`config.mk`:
```
export PLATFORM = sky130hd
export DESIGN_NAME = lake_sram_sched_flat
export DESIGN_NICKNAME = d
export VERILOG_FILES = /design/src/rtl/lake_sram_sched_if.sv /design/src/rtl/lake_sram_sched.sv /design/src/flat_wrapper.sv
export SDC_FILE = /design/constraint.sdc
export NUM_CORES = 2
export LEC_CHECK = 0
export BUFFER_PORTS_ARGS = -buffer_cell sky130_fd_sc_hd__buf_4
export CORE_ASPECT_RATIO = 1.4
export CORE_MARGIN = 2
export CORE_UTILIZATION = 55
export DETAILED_ROUTE_END_ITERATION = 6
export GPL_TIMING_DRIVEN = 0
export HOLD_SLACK_MARGIN = 0.02
export PLACE_DENSITY = 0.73
export SLEW_MARGIN = 20
export SYNTH_ARGS = -nofsm -noshare
export SYNTH_HDL_FRONTEND = slang
export SYNTH_SLANG_ARGS = --single-unit
```
`constraint.sdc`:
```
create_clock -name clk -period 8.71 [get_ports clk]
set_input_delay 1.742 -clock clk [delete_from_list [all_inputs] [get_ports clk]]
set_output_delay 1.742 -clock clk [all_outputs]
set_load 0.01 [all_outputs]
```
`src/rtl/lake_sram_sched_if.sv`:
```
// Control/config/status bundle between the configuration fabric and lake_sram_sched.
// LAKE_SCHED_PERF_EN adds the perf_* counter outputs.
interface lake_sram_sched_if #(
  parameter int unsigned ADDR_W = 16,
  parameter int unsigned CNT_W  = 16,
  parameter int unsigned DIMS   = 3
);
  logic                   start;
  logic [DIMS*CNT_W-1:0]  cfg_w_ext;
  logic [DIMS*ADDR_W-1:0] cfg_w_stride;
  logic [ADDR_W-1:0]      cfg_w_offset;
  logic [CNT_W-1:0]       cfg_w_delay;
  logic [DIMS*CNT_W-1:0]  cfg_r_ext;
  logic [DIMS*ADDR_W-1:0] cfg_r_stride;
  logic [ADDR_W-1:0]      cfg_r_offset;
  logic [CNT_W-1:0]       cfg_r_delay;
  logic                   busy;
  logic                   done;
  logic                   wen_out;
  logic [ADDR_W-1:0]      waddr_out;
  logic                   ren_out;
  logic [ADDR_W-1:0]      raddr_out;
  logic                   rw_collide;
`ifdef LAKE_SCHED_PERF_EN
  logic [31:0]            perf_wr_cnt;
  logic [31:0]            perf_rd_cnt;
  logic [31:0]            perf_cyc_cnt;

  modport master (
    output start, cfg_w_ext, cfg_w_stride, cfg_w_offset, cfg_w_delay,
           cfg_r_ext, cfg_r_stride, cfg_r_offset, cfg_r_delay,
    input  busy, done, wen_out, waddr_out, ren_out, raddr_out, rw_collide,
           perf_wr_cnt, perf_rd_cnt, perf_cyc_cnt
  );
  modport slave (
    input  start, cfg_w_ext, cfg_w_stride, cfg_w_offset, cfg_w_delay,
           cfg_r_ext, cfg_r_stride, cfg_r_offset, cfg_r_delay,
    output busy, done, wen_out, waddr_out, ren_out, raddr_out, rw_collide,
           perf_wr_cnt, perf_rd_cnt, perf_cyc_cnt
  );
`else
  modport master (
    output start, cfg_w_ext, cfg_w_stride, cfg_w_offset, cfg_w_delay,
           cfg_r_ext, cfg_r_stride, cfg_r_offset, cfg_r_delay,
    input  busy, done, wen_out, waddr_out, ren_out, raddr_out, rw_collide
  );
  modport slave (
    input  start, cfg_w_ext, cfg_w_stride, cfg_w_offset, cfg_w_delay,
           cfg_r_ext, cfg_r_stride, cfg_r_offset, cfg_r_delay,
    output busy, done, wen_out, waddr_out, ren_out, raddr_out, rw_collide
  );
`endif
endinterface

```
`src/rtl/lake_sram_sched.sv`:
```
// Dual affine-loop-nest address scheduler for one LakeTop dual-port SRAM.
// Optional LAKE_SCHED_PERF_EN enables write/read/run-cycle performance counters.
module lake_sram_sched #(
  parameter int unsigned ADDR_W = 16,
  parameter int unsigned CNT_W  = 16,
  parameter int unsigned DIMS   = 3
) (
  input  logic             clk,
  input  logic             rst_n,
  input  logic             flush,
  lake_sram_sched_if.slave bus
);
  typedef enum logic [1:0] {S_IDLE, S_RUN, S_DONE} state_t;

  // Stream 0 is the write nest, stream 1 the read nest.
  logic [CNT_W-1:0]  r_ext    [2][DIMS];
  logic [ADDR_W-1:0] r_stride [2][DIMS];
  logic [ADDR_W-1:0] r_off    [2];
  logic [CNT_W-1:0]  r_dly    [2];
  logic [CNT_W-1:0]  r_idx    [2][DIMS];
  logic              r_fin    [2];
  logic              r_en     [2];
  logic [ADDR_W-1:0] r_addr   [2];
  state_t            r_state;
  logic [CNT_W-1:0]  r_cyc;
  logic              r_busy;
  logic              r_done;
  logic              r_coll;
`ifdef LAKE_SCHED_PERF_EN
  logic [31:0]       r_perf_wr;
  logic [31:0]       r_perf_rd;
  logic [31:0]       r_perf_cyc;
`endif

  logic [CNT_W-1:0]  w_ext_m1  [2][DIMS];
  logic [CNT_W-1:0]  w_idx_nxt [2][DIMS];
  logic [ADDR_W-1:0] w_addr    [2];
  logic              w_active  [2];
  logic              w_last    [2];
  logic              w_carry   [2];
  logic              w_load;

  assign w_load = (r_state == S_IDLE) && bus.start && !flush;

  always_comb begin
    for (int unsigned s = 0; s < 2; s++) begin
      w_active[s] = (r_state == S_RUN) && (r_cyc >= r_dly[s]) && !r_fin[s];
      w_addr[s]   = r_off[s];
      w_last[s]   = 1'b1;
      w_carry[s]  = 1'b1;
      for (int unsigned d = 0; d < DIMS; d++) begin
        w_ext_m1[s][d]  = (r_ext[s][d] == '0) ? '0 : r_ext[s][d] - 1'b1;
        w_addr[s]       = w_addr[s] + ADDR_W'(r_idx[s][d]) * r_stride[s][d];
        w_last[s]       = w_last[s] && (r_idx[s][d] == w_ext_m1[s][d]);
        w_idx_nxt[s][d] = r_idx[s][d];
        // Odometer: a dim steps only when every inner dim wraps this cycle.
        if (w_carry[s]) begin
          if (r_idx[s][d] == w_ext_m1[s][d]) begin
            w_idx_nxt[s][d] = '0;
          end else begin
            w_idx_nxt[s][d] = r_idx[s][d] + 1'b1;
            w_carry[s]      = 1'b0;
          end
        end
      end
    end
  end

  always_ff @(posedge clk or negedge rst_n) begin
    if (!rst_n) begin
      for (int unsigned s = 0; s < 2; s++) begin
        r_off[s] <= '0;
        r_dly[s] <= '0;
        for (int unsigned d = 0; d < DIMS; d++) begin
          r_ext[s][d]    <= '0;
          r_stride[s][d] <= '0;
        end
      end
    end else if (w_load) begin
      r_off[0] <= bus.cfg_w_offset;
      r_off[1] <= bus.cfg_r_offset;
      r_dly[0] <= bus.cfg_w_delay;
      r_dly[1] <= bus.cfg_r_delay;
      for (int unsigned d = 0; d < DIMS; d++) begin
        r_ext[0][d]    <= bus.cfg_w_ext[d*CNT_W +: CNT_W];
        r_ext[1][d]    <= bus.cfg_r_ext[d*CNT_W +: CNT_W];
        r_stride[0][d] <= bus.cfg_w_stride[d*ADDR_W +: ADDR_W];
        r_stride[1][d] <= bus.cfg_r_stride[d*ADDR_W +: ADDR_W];
      end
    end
  end

  always_ff @(posedge clk or negedge rst_n) begin
    if (!rst_n) begin
      r_state <= S_IDLE;
      r_cyc   <= '0;
      r_busy  <= 1'b0;
      r_done  <= 1'b0;
      r_coll  <= 1'b0;
      for (int unsigned s = 0; s < 2; s++) begin
        r_fin[s]  <= 1'b0;
        r_en[s]   <= 1'b0;
        r_addr[s] <= '0;
        for (int unsigned d = 0; d < DIMS; d++) r_idx[s][d] <= '0;
      end
`ifdef LAKE_SCHED_PERF_EN
      r_perf_wr  <= '0;
      r_perf_rd  <= '0;
      r_perf_cyc <= '0;
`endif
    end else if (flush) begin
      r_state <= S_IDLE;
      r_cyc   <= '0;
      r_busy  <= 1'b0;
      r_done  <= 1'b0;
      r_coll  <= 1'b0;
      for (int unsigned s = 0; s < 2; s++) begin
        r_fin[s]  <= 1'b0;
        r_en[s]   <= 1'b0;
        r_addr[s] <= '0;
        for (int unsigned d = 0; d < DIMS; d++) r_idx[s][d] <= '0;
      end
`ifdef LAKE_SCHED_PERF_EN
      r_perf_wr  <= '0;
      r_perf_rd  <= '0;
      r_perf_cyc <= '0;
`endif
    end else begin
      r_done <= 1'b0;
      r_coll <= 1'b0;
      unique case (r_state)
        S_IDLE: begin
          if (bus.start) begin
            r_state <= S_RUN;
            r_busy  <= 1'b1;
            r_cyc   <= '0;
            for (int unsigned s = 0; s < 2; s++) begin
              r_fin[s] <= 1'b0;
              for (int unsigned d = 0; d < DIMS; d++) r_idx[s][d] <= '0;
            end
`ifdef LAKE_SCHED_PERF_EN
            r_perf_wr  <= '0;
            r_perf_rd  <= '0;
            r_perf_cyc <= '0;
`endif
          end
        end
        S_RUN: begin
          if (r_cyc != '1) r_cyc <= r_cyc + 1'b1;
          for (int unsigned s = 0; s < 2; s++) begin
            r_en[s] <= w_active[s];
            if (w_active[s]) begin
              r_addr[s] <= w_addr[s];
              for (int unsigned d = 0; d < DIMS; d++) r_idx[s][d] <= w_idx_nxt[s][d];
              if (w_last[s]) r_fin[s] <= 1'b1;
            end
          end
          r_coll <= w_active[0] && w_active[1] && (w_addr[0] == w_addr[1]);
`ifdef LAKE_SCHED_PERF_EN
          r_perf_wr  <= r_perf_wr + 32'(w_active[0]);
          r_perf_rd  <= r_perf_rd + 32'(w_active[1]);
          r_perf_cyc <= r_perf_cyc + 32'd1;
`endif
          // Both last accesses are already registered; leave RUN one cycle later.
          if (r_fin[0] && r_fin[1]) begin
            r_state <= S_DONE;
            r_busy  <= 1'b0;
            r_done  <= 1'b1;
          end
        end
        S_DONE: r_state <= S_IDLE;
        default: r_state <= S_IDLE;
      endcase
    end
  end

  assign bus.busy       = r_busy;
  assign bus.done       = r_done;
  assign bus.wen_out    = r_en[0];
  assign bus.waddr_out  = r_addr[0];
  assign bus.ren_out    = r_en[1];
  assign bus.raddr_out  = r_addr[1];
  assign bus.rw_collide = r_coll;
`ifdef LAKE_SCHED_PERF_EN
  assign bus.perf_wr_cnt  = r_perf_wr;
  assign bus.perf_rd_cnt  = r_perf_rd;
  assign bus.perf_cyc_cnt = r_perf_cyc;
`endif
endmodule

```
`src/flat_wrapper.sv`:
```
// flat-port wrapper written by rule: the top's interface ports become plain ports
module lake_sram_sched_flat 
#(
  parameter int unsigned ADDR_W = 16,
  parameter int unsigned CNT_W  = 16,
  parameter int unsigned DIMS   = 3
)
  (clk, rst_n, flush, bus_start, bus_cfg_w_ext, bus_cfg_w_stride, bus_cfg_w_offset, bus_cfg_w_delay, bus_cfg_r_ext, bus_cfg_r_stride, bus_cfg_r_offset, bus_cfg_r_delay, bus_busy, bus_done, bus_wen_out, bus_waddr_out, bus_ren_out, bus_raddr_out, bus_rw_collide);
  lake_sram_sched_if #(.ADDR_W(ADDR_W), .CNT_W(CNT_W), .DIMS(DIMS)) bus_i ();
  input  logic clk;
  input  logic rst_n;
  input  logic flush;
  input wire logic [$bits(bus_i.start)-1:0] bus_start;
  input wire logic [$bits(bus_i.cfg_w_ext)-1:0] bus_cfg_w_ext;
  input wire logic [$bits(bus_i.cfg_w_stride)-1:0] bus_cfg_w_stride;
  input wire logic [$bits(bus_i.cfg_w_offset)-1:0] bus_cfg_w_offset;
  input wire logic [$bits(bus_i.cfg_w_delay)-1:0] bus_cfg_w_delay;
  input wire logic [$bits(bus_i.cfg_r_ext)-1:0] bus_cfg_r_ext;
  input wire logic [$bits(bus_i.cfg_r_stride)-1:0] bus_cfg_r_stride;
  input wire logic [$bits(bus_i.cfg_r_offset)-1:0] bus_cfg_r_offset;
  input wire logic [$bits(bus_i.cfg_r_delay)-1:0] bus_cfg_r_delay;
  output wire logic [$bits(bus_i.busy)-1:0] bus_busy;
  output wire logic [$bits(bus_i.done)-1:0] bus_done;
  output wire logic [$bits(bus_i.wen_out)-1:0] bus_wen_out;
  output wire logic [$bits(bus_i.waddr_out)-1:0] bus_waddr_out;
  output wire logic [$bits(bus_i.ren_out)-1:0] bus_ren_out;
  output wire logic [$bits(bus_i.raddr_out)-1:0] bus_raddr_out;
  output wire logic [$bits(bus_i.rw_collide)-1:0] bus_rw_collide;
  assign bus_i.start = bus_start;
  assign bus_i.cfg_w_ext = bus_cfg_w_ext;
  assign bus_i.cfg_w_stride = bus_cfg_w_stride;
  assign bus_i.cfg_w_offset = bus_cfg_w_offset;
  assign bus_i.cfg_w_delay = bus_cfg_w_delay;
  assign bus_i.cfg_r_ext = bus_cfg_r_ext;
  assign bus_i.cfg_r_stride = bus_cfg_r_stride;
  assign bus_i.cfg_r_offset = bus_cfg_r_offset;
  assign bus_i.cfg_r_delay = bus_cfg_r_delay;
  assign bus_busy = bus_i.busy;
  assign bus_done = bus_i.done;
  assign bus_wen_out = bus_i.wen_out;
  assign bus_waddr_out = bus_i.waddr_out;
  assign bus_ren_out = bus_i.ren_out;
  assign bus_raddr_out = bus_i.raddr_out;
  assign bus_rw_collide = bus_i.rw_collide;
  lake_sram_sched #(.ADDR_W(ADDR_W), .CNT_W(CNT_W), .DIMS(DIMS)) u_core (.clk(clk), .rst_n(rst_n), .flush(flush), .bus(bus_i));
endmodule
```
Yosys cells after proc, flatten, opt, wreduce, memory -nomap -nowiden. Index checks and enable logic that the tools add are counted.

Bits in registers: 409. Latch bits: 0. RAM bits: 0. ROM bits: 0. Input bits: 260. Output and inout bits: 37. Memories: 0.

$add $sub $neg: 19. Multiply operators: 6. Divide/modulo/power cells: 0. Order comparisons: 2. Eq/ne operators: 20. Shifts and indexed selects: 0. Multiplexer cells: 57. Bitwise logic cells: 0. Reductions and logical operators: 40.

Operator list (count): two-way mux 16 bit (21); two-way mux 96 bit (2); one-hot mux 96 bit (2 select lines) (1); adder 16 x 1 -> 16 bit, second input constant (7); == test 16 bit (7); adder 16 bit (6); zero test 16 bit (6); multiplier 16 x 16 -> 16 bit (6); two-way mux 48 bit (2); subtractor 16 x 1 -> 16 bit, second input constant (6); two-way mux 32 bit (2); >= comparator 16 bit (2); one-hot mux 16 bit (2 select lines) (1); AND reduction 4 bit (6); inequality test 3 bit, second input constant (7); two-way mux 1 bit (18); inequality test 16 bit, second input constant (1); two-way mux 2 bit (7); logical AND 1 bit (13); inequality test 3 x 2 -> 1 bit, second input constant (4); AND reduction 3 bit (4); one-hot mux 2 bit (2 select lines) (2); AND reduction 2 bit (3); nonzero test 2 bit (3); other kinds (5) (7).

Logic depth before layout (Yosys ltp).
Word-level depth: 9. Mapped depth: 30.

Worst setup path after synthesis. Ideal clock, no wire load.

Path kind: flip-flop to flip-flop. From: register, netlist name u_core.r_idx[4]. To: register u_core.r_coll, in the netlist u_core.bus.rw_collide. Arrival: 7166 ps. Data required time: 8609 ps. Slack: 1443 ps. Cell stages (with the launch flop): 27. Path buffers: 2. Clock period less this slack: 7267 ps. Path through: dfrtp_1 clkbuf_1 clkbuf_1 and2_1 fa_1 fa_1 fa_1 fa_1 inv_1 fa_1 fa_1 inv_1 fa_1 fa_1 inv_1 fa_1 inv_1 ha_1 inv_1 o21bai_1 or2_2 a21o_1 a211oi_1 xnor2_1 xnor2_1 nand4_1 nor4_1.

Word-level cells in the longest chain between the ends: 6.

Ends and longest elaborated chain: multiplier 16 x 16 -> 16 bit (RTL line lake_sram_sched.sv:53) `w_addr[s] = w_addr[s] + ADDR_W'(r_idx[s][d]) * r_stride[s][d];`; adder 16 bit (RTL line lake_sram_sched.sv:53); == test 16 bit (RTL line lake_sram_sched.sv:158) `r_coll <= w_active[0] && w_active[1] && (w_addr[0] == w_addr[1]);`; logical AND 1 bit (RTL line lake_sram_sched.sv:158); two-way mux 1 bit (RTL line lake_sram_sched.sv:131) `unique case (r_state)`; two-way mux 1 bit (RTL line lake_sram_sched.sv:111) `end else if (flush) begin`; to (signal assigned) (RTL line lake_sram_sched.sv:158); to (decl) (RTL line lake_sram_sched.sv:28) `logic r_coll;`.

Every way passes these cells. A chain may end at the register's enable or synchronous reset.

Worst setup path in the final report.
From: register, netlist name u_core.r_idx[50]. To: register u_core.r_coll, in the netlist u_core.bus.rw_collide.

Word-level cells in the longest chain between the ends: 6.

Ends and longest elaborated chain (RTL line): multiplier 16 x 16 -> 16 bit (lake_sram_sched.sv:53); adder 16 bit (lake_sram_sched.sv:53); == test 16 bit (lake_sram_sched.sv:158); logical AND 1 bit (lake_sram_sched.sv:158); two-way mux 1 bit (lake_sram_sched.sv:131); two-way mux 1 bit (lake_sram_sched.sv:111).

Every way passes these cells.

==> results.yml <==
clock_network:
  cts_tree: "built"
  clkTransAtPathRegs_ns: 0.06
  numCtsBuffers: 46
  h-tree-depth: 2
  clk-insertion-delay-late_ns: 0.64
  clock-sinks: 409
  postCtsSetupBuffers: 0
  cts_root_buffer: "clkbuf_16"
  cts_buffer_depth: 3
  cts-hold-fix-buffers: 0
routing:
  drc_errors: 0
  wl_um: 161000
  postRouteAntennaNets: 0
  drt_iter0_drc: 2659
  first_pass_iters: 6
  via_count: 39300
  wl_per_cell_um: 22.8
  avgViaCountPerCell: 5.59
yosys:
  synth-seq-cells: 409
  yosysMostFrequentCell: "nand2_1"
  synthTopCellsByCount: "nand2_1 (1033), inv_1 (835), fa_1 (604)"
  synthesis.nets: 6681
  synth_warnings: 0
  async_reset_ff_share_pct: 100
  synth_top_cell_by_area: "fa_1"
  synth_edf_count: 0
  synth_cell_types: 90
  ys_top_cells_by_area: "fa_1 (25%), dfrtp_1 (21%), ha_1 (8.4%), nand2_1 (8.1%), and2_1 (7.2%)"
  synth-main-ff-cell: "dfrtp_1"
  syn-cell-area_sq_um: 48100
  synth_top_area_share_pct: 25.1
  syn_inst: 5496
  synth.avg_cell_area_sq_um: 8.75
  synth_seq_area_share_pct: 21.3
die:
  dieArea_sq_um: 89800
  ios: 297
  start_util_pct: 55.4
  placementRows: 128
  die_w_um: 254
  die_h_um: 354
  core_sq_um: 86800
placed_design:
  place.gp.congestion: 1.03
  hpwl_um: 134000
  dp_slack_ns: -0.583
  numPortBuffers: 296
hold_path:
  hold_path_depth: 2
  hold_end: "u_core.r_off[17]"
  hold_path.class: "reg -> reg"
  min_from: "u_core.r_off[17]"
sta:
  final.period_utilization_pct: 97.6
  worst_slack_ns: 0.206
  max_freq_mhz: 118
  worst_pin_slew_ns: 1.26
  slew_viol_final: 0
  hold_viol: 0
  rsz0062_at_grt: "no"
  skew_ns: 0.0475
  maxSlewHeadroom_pct: 15.7
  tns_ns: 0
  min_period_ns: 8.50
  setup_violations: 0
critical_path:
  crit_fanout: 19
  cp_data_arrival_time_ns: 9.01
  end_kind: "register"
  r2r-end: "u_core.bus.rw_collide"
  worstPathRequired_ns: 9.22
  r2r-start: "u_core.r_idx[50]"
  reg2reg_slack_ns: 0.21
  rr_worst_depth: 22
  path_class: "reg -> reg"
  startpoint_type: "register"
power_and_ir_drop:
  leakage_nw: 26.7
  power_mw: 7.15
  ir_drop_v: 0.000150
  power-per-cell-area_nw_per_um2: 134
cells_and_area:
  post-route-util_pct: 61.7
  drive_above_1_share_pct: 8.32
  final_nets: 7014
  syn_to_final_growth_pct: 11.4
run_status:
  status: "completed"
grt:
  grt_pass1_vias: 41000
  grt_max_degree: 90
  antenna_found_initial: 4
  grt_usage_pct: 36.7
  grt_overflow: 0
  grt_pass1_wl_um: 244000
run:
  maxCapViolations: 0
[power breakdown]
group / internal (mW) / switching (mW) / total (mW)
logic: 0.970 / 1.58 / 2.55
registers: 2.13 / 0.351 / 2.48
clock network: 1.20 / 0.917 / 2.12
[how the worst max path moves through the flow]
stage / start / end / slack, ns / depth (start not counted)
after floorplan: u_core.r_idx[4] / u_core.bus.rw_collide / 1.44 / 26
after global placement: u_core.r_idx[50] / u_core.bus.rw_collide / -0.60 / 23
after detailed placement: u_core.r_idx[50] / u_core.bus.rw_collide / -0.58 / 23
after CTS: u_core.r_idx[0] / u_core.bus.rw_collide / 0.004 / 26
after global routing: u_core.r_idx[51] / u_core.bus.rw_collide / 0.02 / 27
final: u_core.r_idx[50] / u_core.bus.rw_collide / 0.21 / 22
[logic make-up after synthesis]
logic type | share of synthesized area, %
compound gates | 5.73
xor+xnor | 7.01
fa+ha+maj | 33.5
buf+inv | 8.78
flops | 21.3
mux | 1.00
simple gates | 22.7
[routing by layer]
metal	up-vias	routed length (um)	track usage, %
met5	-	54	0.539
met4	2	17700	32.5
met3	559	9670	5.40
met2	1549	79300	62.9
met1	19500	53800	39.0
li1	17700	-	-
[critical path: stages, from the launching register on]
cell      delay (ns)
dfrtp_1         0.50
clkbuf_2        0.40
and2_1          0.28
fa_1            0.55
inv_1           0.06
fa_1            0.48
fa_1            0.61
fa_1            0.60
fa_1            0.45
fa_1            0.68
fa_1            0.48
fa_1            0.49
fa_1            0.46
xor2_1          0.22
xnor2_1         0.12
xnor2_1         0.25
xnor2_1         0.11
xnor2_1         0.26
xnor2_1         0.14
xnor2_2         0.44
xnor2_1         0.24
xnor2_1         0.18
nor4_2          0.35
[repair_timing]
item,4_1_cts,5_1_grt
setup endpoints to repair,3,2
gates resized for setup,16,39
pin swaps,0,1
[stage by stage]
stage	instances	area [sq um]	hold slack [ns]
final	7037	53500	0.478
after CTS	7043	53500	0.482
after global routing	7037	53500	0.510
after detailed placement	6967	51900	0.467
after global placement	6962	51800	0.464
after floorplan	5496	48100	0.446
[area by class of cell]
| type | count | area (sq um) |
|---|---|---|
| Inverter | 835 | 3130 |
| Buffer | 268 | 1070 |
| Antenna cell | 3 | 7.51 |
| Sequential cell | 409 | 10200 |
| Clock inverter | 20 | 267 |
| Multi-Input combinational cell | 3968 | 33700 |
| Timing Repair Buffer | 301 | 2370 |
| Tap cell | 1170 | 1460 |
| Clock buffer | 63 | 1340 |
| Fill cell | 7727 | 33300 |
[cells in the final DEF (no fill, tap or decap), types with 13 or more instances in the layout]
cell,synthesis,final
o21a_1,26,26
or3_1,33,33
xnor2_1,250,248
nor3b_1,16,16
inv_1,835,835
fa_1,604,604
xor2_1,106,106
o21ai_0,125,125
a21o_1,25,25
nor2b_1,23,23
clkbuf_2,0,37
buf_4,1,296
nor2_1,183,183
dfrtp_1,409,406
a31oi_1,13,13
or4_1,19,19
o211ai_1,13,13
or2_2,15,15
o31ai_1,13,13
nand4_1,38,38
nand2b_1,25,25
and3_1,25,25
nor3_1,61,61
nand2_1,1033,1033
mux2i_1,46,46
a211oi_1,15,15
a21oi_1,76,76
ha_1,321,321
nor4_1,36,35
buf_2,14,14
nand3_1,77,77
clkbuf_16,0,47
clkbuf_1,262,216
and2_1,551,551
[registers in the layout, indices dropped and copies added, names as in the netlist]
name and flops:
u_core.r_ext 96, u_core.bus.rw_collide 1, u_core.bus.ren_out 1, u_core.r_off 32
u_core.r_stride 96, u_core.bus.raddr_out 16, u_core.r_state 2, u_core.bus.wen_out 1
u_core.r_cyc 16, u_core.r_fin 2, u_core.r_idx 96, u_core.bus.done 1
u_core.bus.waddr_out 16, u_core.r_dly 32, u_core.bus.busy 1
(Power assumes the default switching activity.)
